`src/rtl/rad_pulse_pkg.sv`:
```
// rad_pulse_pkg: shared types and defaults for the toggle-based pulse crossing.
//   rad_pulse_tx_state_e : sender FSM states (StIdle, StWaitAck)
//   RAD_PULSE_CNT_W_DEF  : default width of the sender's pending-event counter
//   rad_pulse_cnt_max()  : saturation value of a counter of the given width
package rad_pulse_pkg;

  localparam int unsigned RAD_PULSE_CNT_W_DEF = 4;

  typedef enum logic [0:0] {
    StIdle    = 1'b0,
    StWaitAck = 1'b1
  } rad_pulse_tx_state_e;

  function automatic int unsigned rad_pulse_cnt_max(int unsigned cnt_w);
    return (32'd1 << cnt_w) - 32'd1;
  endfunction

endpackage

```
`src/rtl/rad_pulse_tx_if.sv`:
```
// rad_pulse_tx_if: event/acknowledge/status bundle of the pulse-crossing sender.
//   ev_pulse  : 1-cycle event request into the sender
//   ack_tgl   : acknowledge toggle, already synchronized to the sender clock
//   req_tgl   : request toggle towards the crossing
//   busy      : a request is outstanding
//   pend_cnt  : queued events not yet issued
//   drop      : 1-cycle pulse, event lost to a saturated counter
//   err       : 1-cycle pulse, unexpected or mismatched acknowledge edge
//   ovf       : sticky drop flag (tied low unless RAD_PULSE_TX_OVF_EN)
// Modports: master = the sender itself, slave = its environment.
interface rad_pulse_tx_if
  import rad_pulse_pkg::*;
#(
  parameter int unsigned CNT_W = RAD_PULSE_CNT_W_DEF
);

  logic             ev_pulse;
  logic             ack_tgl;
  logic             req_tgl;
  logic             busy;
  logic [CNT_W-1:0] pend_cnt;
  logic             drop;
  logic             err;
  logic             ovf;

  modport master (
    input  ev_pulse,
    input  ack_tgl,
    output req_tgl,
    output busy,
    output pend_cnt,
    output drop,
    output err,
    output ovf
  );

  modport slave (
    output ev_pulse,
    output ack_tgl,
    input  req_tgl,
    input  busy,
    input  pend_cnt,
    input  drop,
    input  err,
    input  ovf
  );

endinterface

```
`src/rtl/rad_pulse_gen.sv`:
```
// rad_pulse_gen: toggle-to-pulse edge detector.
//   clk   : clock
//   rst_n : asynchronous active-low reset
//   d     : toggle input (already synchronous to clk)
//   q     : d registered
//   pulse : combinational d ^ q, high in the cycle a toggle becomes visible
module rad_pulse_gen (
  input  logic clk,
  input  logic rst_n,
  input  logic d,
  output logic q,
  output logic pulse
);

  always_ff @(posedge clk or negedge rst_n) begin
    if (!rst_n) begin
      q <= 1'b0;
    end else begin
      q <= d;
    end
  end

  assign pulse = d ^ q;

endmodule

```
`src/rtl/rad_pulse_tx.sv`:
```
// rad_pulse_tx: source-side sender for a toggle-based pulse crossing.
// Event pulses are queued in a saturating counter; each one is sent as a single
// level toggle on req_tgl, held until a matching acknowledge toggle returns.
//   clk : clock, rising edge
//   rst : asynchronous active-high reset
//   bus : rad_pulse_tx_if.master (ev_pulse, ack_tgl in; req_tgl, busy, pend_cnt,
//         drop, err, ovf out)
// Parameter CNT_W: pending counter width, saturates at 2^CNT_W-1.
// Build option RAD_PULSE_TX_OVF_EN: when defined, ovf is a sticky flag set by any
// drop and cleared only by rst; otherwise ovf is tied low and no register exists.
module rad_pulse_tx
  import rad_pulse_pkg::*;
#(
  parameter int unsigned CNT_W = RAD_PULSE_CNT_W_DEF
) (
  input logic            clk,
  input logic            rst,
  rad_pulse_tx_if.master bus
);

  localparam logic [CNT_W-1:0] CntMax = CNT_W'(rad_pulse_cnt_max(CNT_W));

  rad_pulse_tx_state_e state_q, state_d;
  logic                req_q, req_d;
  logic [CNT_W-1:0]    cnt_q, cnt_d;
  logic                drop_q, drop_d;
  logic                err_q, err_d;

  logic rst_n;
  logic ack_q;
  logic ack_edge;
  logic ack_match;
  logic cnt_nz;
  logic cnt_full;
  logic issue;
  logic issue_cnt;
  logic ev_to_cnt;
  logic ev_accept;

  // Acknowledge edge detection
  assign rst_n = ~rst;

  rad_pulse_gen u_ack_edge (
    .clk   (clk),
    .rst_n (rst_n),
    .d     (bus.ack_tgl),
    .q     (ack_q),
    .pulse (ack_edge)
  );

  // On an edge ack_tgl == ~ack_q, so "ack_tgl equals req" is "ack_q differs from req".
  assign ack_match = ack_q ^ req_q;

  assign cnt_nz   = (cnt_q != '0);
  assign cnt_full = (cnt_q == CntMax);

  // FSM next state
  always_comb begin
    state_d = state_q;
    req_d   = req_q;
    err_d   = 1'b0;
    issue   = 1'b0;
    unique case (state_q)
      StIdle: begin
        // An ack edge here is unexpected; it is flagged but does not move the FSM.
        err_d = ack_edge;
        if (cnt_nz || bus.ev_pulse) begin
          issue   = 1'b1;
          req_d   = ~req_q;
          state_d = StWaitAck;
        end
      end
      StWaitAck: begin
        if (ack_edge) begin
          if (ack_match) begin
            state_d = StIdle;
          end else begin
            err_d = 1'b1;
          end
        end
      end
      default: begin
        state_d = StIdle;
      end
    endcase
  end

  // Pending counter
  always_comb begin
    // Queued events go out before a new one; a new event only bypasses the counter
    // when nothing is queued.
    issue_cnt = issue & cnt_nz;
    ev_to_cnt = bus.ev_pulse & ~(issue & ~cnt_nz);
    // A full counter still takes the event when one slot is freed this cycle.
    ev_accept = ev_to_cnt & (~cnt_full | issue_cnt);
    drop_d    = ev_to_cnt & cnt_full & ~issue_cnt;
    cnt_d     = cnt_q;
    if (ev_accept && !issue_cnt) begin
      cnt_d = cnt_q + CNT_W'(1);
    end else if (!ev_accept && issue_cnt) begin
      cnt_d = cnt_q - CNT_W'(1);
    end
  end

  always_ff @(posedge clk or posedge rst) begin
    if (rst) begin
      state_q <= StIdle;
      req_q   <= 1'b0;
      cnt_q   <= '0;
      drop_q  <= 1'b0;
      err_q   <= 1'b0;
    end else begin
      state_q <= state_d;
      req_q   <= req_d;
      cnt_q   <= cnt_d;
      drop_q  <= drop_d;
      err_q   <= err_d;
    end
  end

`ifdef RAD_PULSE_TX_OVF_EN
  logic ovf_q;

  always_ff @(posedge clk or posedge rst) begin
    if (rst) begin
      ovf_q <= 1'b0;
    end else if (drop_d) begin
      ovf_q <= 1'b1;
    end
  end

  assign bus.ovf = ovf_q;
`else
  assign bus.ovf = 1'b0;
`endif

  assign bus.req_tgl  = req_q;
  assign bus.busy     = (state_q == StWaitAck);
  assign bus.pend_cnt = cnt_q;
  assign bus.drop     = drop_q;
  assign bus.err      = err_q;

endmodule

```
`src/flat_wrapper.sv`:
```
// flat-port wrapper written by rule: the top's interface ports become plain ports
module rad_pulse_tx_flat import rad_pulse_pkg::*;
#(
  parameter int unsigned CNT_W = RAD_PULSE_CNT_W_DEF
)
  (clk, rst, bus_ev_pulse, bus_ack_tgl, bus_req_tgl, bus_busy, bus_pend_cnt, bus_drop, bus_err, bus_ovf);
  rad_pulse_tx_if #(.CNT_W(CNT_W)) bus_i ();
  input logic clk;
  input logic rst;
  input wire logic [$bits(bus_i.ev_pulse)-1:0] bus_ev_pulse;
  input wire logic [$bits(bus_i.ack_tgl)-1:0] bus_ack_tgl;
  output wire logic [$bits(bus_i.req_tgl)-1:0] bus_req_tgl;
  output wire logic [$bits(bus_i.busy)-1:0] bus_busy;
  output wire logic [$bits(bus_i.pend_cnt)-1:0] bus_pend_cnt;
  output wire logic [$bits(bus_i.drop)-1:0] bus_drop;
  output wire logic [$bits(bus_i.err)-1:0] bus_err;
  output wire logic [$bits(bus_i.ovf)-1:0] bus_ovf;
  assign bus_i.ev_pulse = bus_ev_pulse;
  assign bus_i.ack_tgl = bus_ack_tgl;
  assign bus_req_tgl = bus_i.req_tgl;
  assign bus_busy = bus_i.busy;
  assign bus_pend_cnt = bus_i.pend_cnt;
  assign bus_drop = bus_i.drop;
  assign bus_err = bus_i.err;
  assign bus_ovf = bus_i.ovf;
  rad_pulse_tx #(.CNT_W(CNT_W)) u_core (.clk(clk), .rst(rst), .bus(bus_i));
endmodule
```
`config.mk`:
```
export PLATFORM = sky130hd
export DESIGN_NAME = rad_pulse_tx_flat
export DESIGN_NICKNAME = d
export VERILOG_FILES = /design/src/rtl/rad_pulse_pkg.sv /design/src/rtl/rad_pulse_tx_if.sv /design/src/rtl/rad_pulse_gen.sv /design/src/rtl/rad_pulse_tx.sv /design/src/flat_wrapper.sv
export SDC_FILE = /design/constraint.sdc
export NUM_CORES = 1
export LEC_CHECK = 0
export CAP_MARGIN = 15
export CORE_AREA = 2 2 41 43
export CTS_BUF_LIST = sky130_fd_sc_hd__clkbuf_8
export DETAILED_ROUTE_END_ITERATION = 8
export DIE_AREA = 0 0 43 45
export DONT_BUFFER_PORTS = 1
export HOLD_SLACK_MARGIN = 0.06
export SYNTH_ARGS = -nofsm -noshare
export SYNTH_HDL_FRONTEND = slang
export SYNTH_SLANG_ARGS = --single-unit
```
`constraint.sdc`:
```
create_clock -name clk -period 4.6 [get_ports clk]
set_input_delay 0.46 -clock clk [delete_from_list [all_inputs] [get_ports clk]]
set_output_delay 0.46 -clock clk [all_outputs]
set_load 0.02 [all_outputs]
```
==> out/summary.txt, run 1 <==
critical-path cell list = nor4_1 > or2_2 > ha_1 > inv_1 > ha_1 > or4_1 > nand3_1 > o221ai_2
min Tclk post-route = 2.771 ns
largest net degree at the start of global routing = 11
Post-CTS Setup Inserts = 0
Clock Power Share = 18.9%
CP top delay family = simple AND/OR/NAND/NOR gates
fill cell count = 159
fraction of layout instances using a drive strength above 1 = 16.36%
CTS Buf Count = 3
Wirelength per Cell = 13.75 um
Combinational Power Share = 40.3%
Yosys Warn Count = 0
Layout area overhead = 8.617%
Slew Limit Headroom = 63.25%
row cnt = 14
fmax = 360.9 MHz
switching share of power = 43.95%
Leak Pwr = 0.2597 nW
clk slew on worst S/H paths = 0.05 ns
Least-Margin Pin Slew = 0.5463 ns
area leader, netlist = dfrtp_1
CP Data Required Time = 4.71 ns
CTS Hold Bufs = 0
reported net switching power = 0.2110 mW
most numerous cell in the Yosys netlist = dfrtp_1
max-cap violations = 0
Setup TNS = 0 ns
die width = 43 um
sequential area share after synthesis = 40.82%
top post-synthesis cells by area = dfrtp_1, ha_1, xnor2_1, a21oi_1, nand3b_1
Ports = 13
Die ar. = 0.001935 mm^2
root buf cell = clkbuf_8
Hold Crit Class = input port to asynchronous set/reset pin
syn_area_per_cell = 10.41 um^2
CP max-delay cell = nor4_1
final setup fails = 0
Buf+Inv Stages, Crit Path = 1
Iter 0 DRT Violations = 6
Post-synth EDFFs = 0
Synth Flop Type = dfrtp_1
Yosys cell types = 27
CTS HTree Levels = 1
diode count = 0
Worst Skew = 0.003064 ns
Crit Path Category = flop to flop
status = finished clean
post-synthesis cell count = 53
VDD IR-drop max = 302.9 uV
Post-route DRC = 0
Syn Nets = 61
most common library cells after synthesis = dfrtp_1, a21oi_1, inv_1, xnor2_1
CORE AREA = 0.001471 mm^2
worst-path maximum fanout = 6
antenna violations before repair = 0
Setup crit start kind = flop
RSZ-0062 raised after global routing = no
CP endpoint kind = flop
most frequent cell on the critical path = ha_1
Final Hold Fails = 0
DRT antenna net count = 0
post-CTS sizing = 0
detailed placement HPWL = 702.1 um
sequential power share = 40.7%
DR vias = 377
number of global-route vias before repair = 378
clock insertion delay at the later pin of the skew report = 0.23 ns
Die H = 45 um
Critical Path AT = 2.88 ns
clock buffer depth = 2
Post-DP Area = 553.0 um^2
Total Nets Final = 64
mapped cell area = 551.8 um^2
gp weighted congestion = 0.7101
PD cells = 801.1 mW/mm^2
GRT Total Usage = 12.22%
Core Util, Final = 40.73%
area share of the largest cell type after synthesis = 40.82%
highest cell delay on the worst timing path = 0.58 ns
Initial Util = 37.50%
clock sink count = 9
Slew Viols, Final = 0
fin crit share = 60.23%
Vias/cell = 5.310
post-synthesis async set-or-reset flop share = 100.0%
Pre-antenna DRT Iters = 2
IO Port Bufs = 0
first-pass GRT wire length = 1642 um
Yosys reg bits = 9
Routed WL = 976 um
Overflow after GRT = 0
fin area = 599.3 um^2
Internal Dissipation = 0.2691 mW
CTS tree = done
==> worst paths after layout <==
check,start,end,slack (ns),depth (start not counted)
min in group clk,bus_ack_tgl,u_core.u_ack_edge.q$_DFF_PP0_,0.26,0
setup reg to reg,u_core.bus.pend_cnt[0]$_DFFE_PP0P_,u_core.bus.pend_cnt[3]$_DFFE_PP0P_,1.83,8
setup / recovery,u_core.bus.pend_cnt[0]$_DFFE_PP0P_,u_core.bus.pend_cnt[3]$_DFFE_PP0P_,1.83,8
max in group asynchronous,rst,u_core.bus.busy$_DFF_PP0_,4.27,1
hold reg to reg,u_core.u_ack_edge.q$_DFF_PP0_,u_core.bus.err$_DFF_PP0_,0.59,2
hold / removal,rst,u_core.bus.req_tgl$_DFFE_PP0N_,0.07,1
==> cell type report <==
type                       count  area (um^2)  area share, %
clock inverter                 1        5.005         0.8351
tap                           16        20.02          3.340
multi-input combinational     38        292.8          48.85
inverter                       4        15.01          2.505
clock buffer                   3        41.29          6.889
sequential                     9        225.2          37.58
==> cell families (layout without fill, tap and decap cells) <==
| kind of cell | after synthesis | after routing | synth area share [%] |
|---|---|---|---|
| simple gates | 15 | 15 | 17.01 |
| compound gates | 11 | 11 | 13.15 |
| flops | 9 | 9 | 40.82 |
| buf+inv | 6 | 8 | 6.122 |
| xor+xnor | 5 | 5 | 7.936 |
| fa+ha+maj | 4 | 4 | 10.43 |
| mux | 2 | 2 | 3.855 |
| other cells | 1 | 1 | 0.6796 |
==> stage by stage <==
step           setup slack, ns  hold WS (ns)  cells  total power [mW]
2_1_floorplan            2.106        0.2879     53            0.3615
3_3_place_gp             1.864        0.3259     67            0.3913
3_5_place_dp             1.871        0.3277     67            0.3932
4_1_cts                  1.854       0.07409     71            0.4877
5_1_grt                  1.605       0.09041     71            0.5287
6_report                 1.829       0.07474     71            0.4801
==> placed cells by master (no fill, tap or decap), drive strengths merged <==
cell	count
dfrtp	9
a21oi	5
xnor2	4
inv	4
nand3b	3
ha	3
clkbuf	3
or3	3
nand2	2
o21ai	2
nand3	2
mux2	1
nor4	1
or2	1
nor3	1
or3b	1
a31oi	1
a21o	1
mux2i	1
or4	1
a211o	1
o221ai	1
xor2	1
fa	1
conb	1
clkinv	1
==> per-layer routing <==
layer	part of all wire, %	wire length, um	global-route usage, %
met5	0	0	0
met4	2.4	23	7.273
met3	10	98	6.000
met2	44	431	20.00
met1	43	423	12.81
==> state kept, by name (all words and copies together) (netlist names) <==
name                 cells
u_core.bus.drop          1
u_core.u_ack_edge.q      1
u_core.bus.busy          1
u_core.bus.req_tgl       1
u_core.bus.pend_cnt      4
u_core.bus.err           1
==> power by group through the flow <==
stage                     clock network, mW  logic (mW)  registers [mW]
after global placement                    0       0.193           0.199
after detailed placement                  0       0.195           0.199
after floorplan                           0       0.177           0.185
final                                0.0909       0.194           0.196
after CTS                            0.0947       0.195           0.198
after global routing                 0.0978       0.227           0.204
No activity file was read; power rests on OpenSTA's default activity.
==> run 2, diff against run 1 <==
==> constraint.sdc (replaced) <==
create_clock -name clk -period 2.5 [get_ports clk]
set_input_delay 0.25 -clock clk [delete_from_list [all_inputs] [get_ports clk]]
set_output_delay 0.25 -clock clk [all_outputs]
set_load 0.02 [all_outputs]
==> run 2 against run 1 <==
  * Clock-buffer cell count is the same
  * Wire length grew 4.3%
  * Critical path depth grew 1
  * Setup slack lost 1.6 ns
  * Worst hold slack gained 0.10 ns
  * Via count grew 12%
==> out/summary.txt, run 2 (synthesis results as in run 1) <==
CTS tree = done
fin area = 678.2 um^2
fraction of layout instances using a drive strength above 1 = 26.56%
fin crit share = 92.35%
switching share of power = 41.91%
CTS HTree Levels = 1
GRT Total Usage = 14.69%
Die H = 45 um
Place WS = 0.1648 ns
clock insertion delay at the later pin of the skew report = 0.23 ns
Die ar. = 0.001935 mm^2
Ports = 13
fill cell count = 149
diode count = 0
Vias/cell = 5.288
Critical Path AT = 2.42 ns
Crit Path Category = flop to flop
DRT antenna net count = 0
gp weighted congestion = 0.6829
CP endpoint kind = flop
Setup crit start kind = flop
Total Nets Final = 73
CP Data Required Time = 2.61 ns
PnR worst setup slack = 0.1913 ns
root buf cell = clkbuf_8
Routed WL = 1018 um
number of global-route vias before repair = 450
min Tclk post-route = 2.309 ns
commonest cells after routing, fill and taps aside = dfrtp_1, buf_4, inv_1, a21oi_1, xnor2_1
row cnt = 14
Hold Crit Class = input port to flop
Layout area overhead = 22.90%
fmax = 433.1 MHz
clock buffer depth = 2
Final Hold Fails = 0
Post-CTS Setup Inserts = 0
Post-DP Area = 605.6 um^2
Wirelength per Cell = 12.73 um
DR vias = 423
worst-path maximum fanout = 5
die width = 43 um
Leak Pwr = 0.3035 nW
status = finished clean
Slew Viols, Final = 0
detailed placement HPWL = 757 um
max reg flops = 4
IO Port Bufs = 0
antenna violations before repair = 0
Clock Power Share = 17.0%
Internal Dissipation = 0.5652 mW
overall power = 0.9730 mW
VDD IR-drop max = 648.6 uV
largest net degree at the start of global routing = 11
Combinational Power Share = 52.2%
Iter 0 DRT Violations = 8
count of non-filler cells in the finished layout = 80
final setup fails = 0
Initial Util = 37.50%
max-cap violations = 0
clock sink count = 9
Pre-antenna DRT Iters = 4
CORE AREA = 0.001471 mm^2
Core Util, Final = 46.09%
PD cells = 1435 mW/mm^2
sequential power share = 30.8%
most common cell after layout, fill and taps aside = dfrtp_1
first-pass GRT wire length = 1959 um
Overflow after GRT = 0
reported net switching power = 0.4078 mW
Placed Cells = 74
Worst Skew = 0.002504 ns
Post-route DRC = 0
CTS Buf Count = 3
clk slew on worst S/H paths = 0.05 ns
## run 2: final timing paths
path	from	endpoint	slack [ns]	cells after the start
min	bus_ev_pulse	u_core.bus.drop$_DFF_PP0_	0.18	2
max in group asynchronous	rst	u_core.bus.pend_cnt[0]$_DFFE_PP0P_	1.81	2
max	u_core.bus.pend_cnt[0]$_DFFE_PP0P_	u_core.bus.pend_cnt[3]$_DFFE_PP0P_	0.19	9
max reg2reg	u_core.bus.pend_cnt[0]$_DFFE_PP0P_	u_core.bus.pend_cnt[3]$_DFFE_PP0P_	0.19	9
min in group asynchronous	rst	u_core.bus.req_tgl$_DFFE_PP0N_	0.42	2
min reg2reg	u_core.bus.pend_cnt[3]$_DFFE_PP0P_	u_core.bus.drop$_DFF_PP0_	0.57	2
## run 2: metrics by stage
step	hold WS (ns)	setup TNS, ns
5_1_grt	0.2050	-0.001416
3_5_place_dp	0.1256	0
4_1_cts	0.1751	0
6_report	0.1788	0
2_1_floorplan	0.07792	0
3_3_place_gp	0.1182	0
## run 2: worst max-delay path, stage by stage (launching register included)
cell and delay, ns:
dfrtp_2 0.46, nor4_2 0.29, buf_4 0.16, or2_2 0.10, ha_1 0.17, inv_1 0.10, ha_1 0.23, or4_1 0.47
nand3_1 0.11, o221ai_2 0.09
## run 2: power groups by stage
stage | sequential [mW] | combinational [mW] | clock (mW)
3_5_place_dp | 0.296 | 0.505 | 0
4_1_cts | 0.294 | 0.509 | 0.170
5_1_grt | 0.312 | 0.584 | 0.178
2_1_floorplan | 0.340 | 0.326 | 0
3_3_place_gp | 0.294 | 0.498 | 0
6_report | 0.299 | 0.508 | 0.166
## run 2: layer usage
| layer | global-route usage, % | share of wire [%] |
|---|---|---|
| met5 | 0 | 0 |
| met4 | 10.91 | 3.4 |
| met2 | 21.82 | 46 |
| met1 | 16.58 | 39 |
| met3 | 6.800 | 11 |
## run 2: what timing repair did
item,CTS,global route
setup endpoints to repair,0,1
hold endpoints to repair,10,0
hold buffers,2,0
resized for setup,0,2
## run 2: cell type report
cell class | instances | area (um^2) | share of cell area, %
repair buffers | 9 | 72.57 | 10.70
multi-input cells | 38 | 299.0 | 44.10
flip-flops and latches | 9 | 226.5 | 33.39
well taps | 16 | 20.02 | 2.952
clock inverters | 1 | 3.754 | 0.5535
clock buffers | 3 | 41.29 | 6.089
inverters | 4 | 15.01 | 2.214
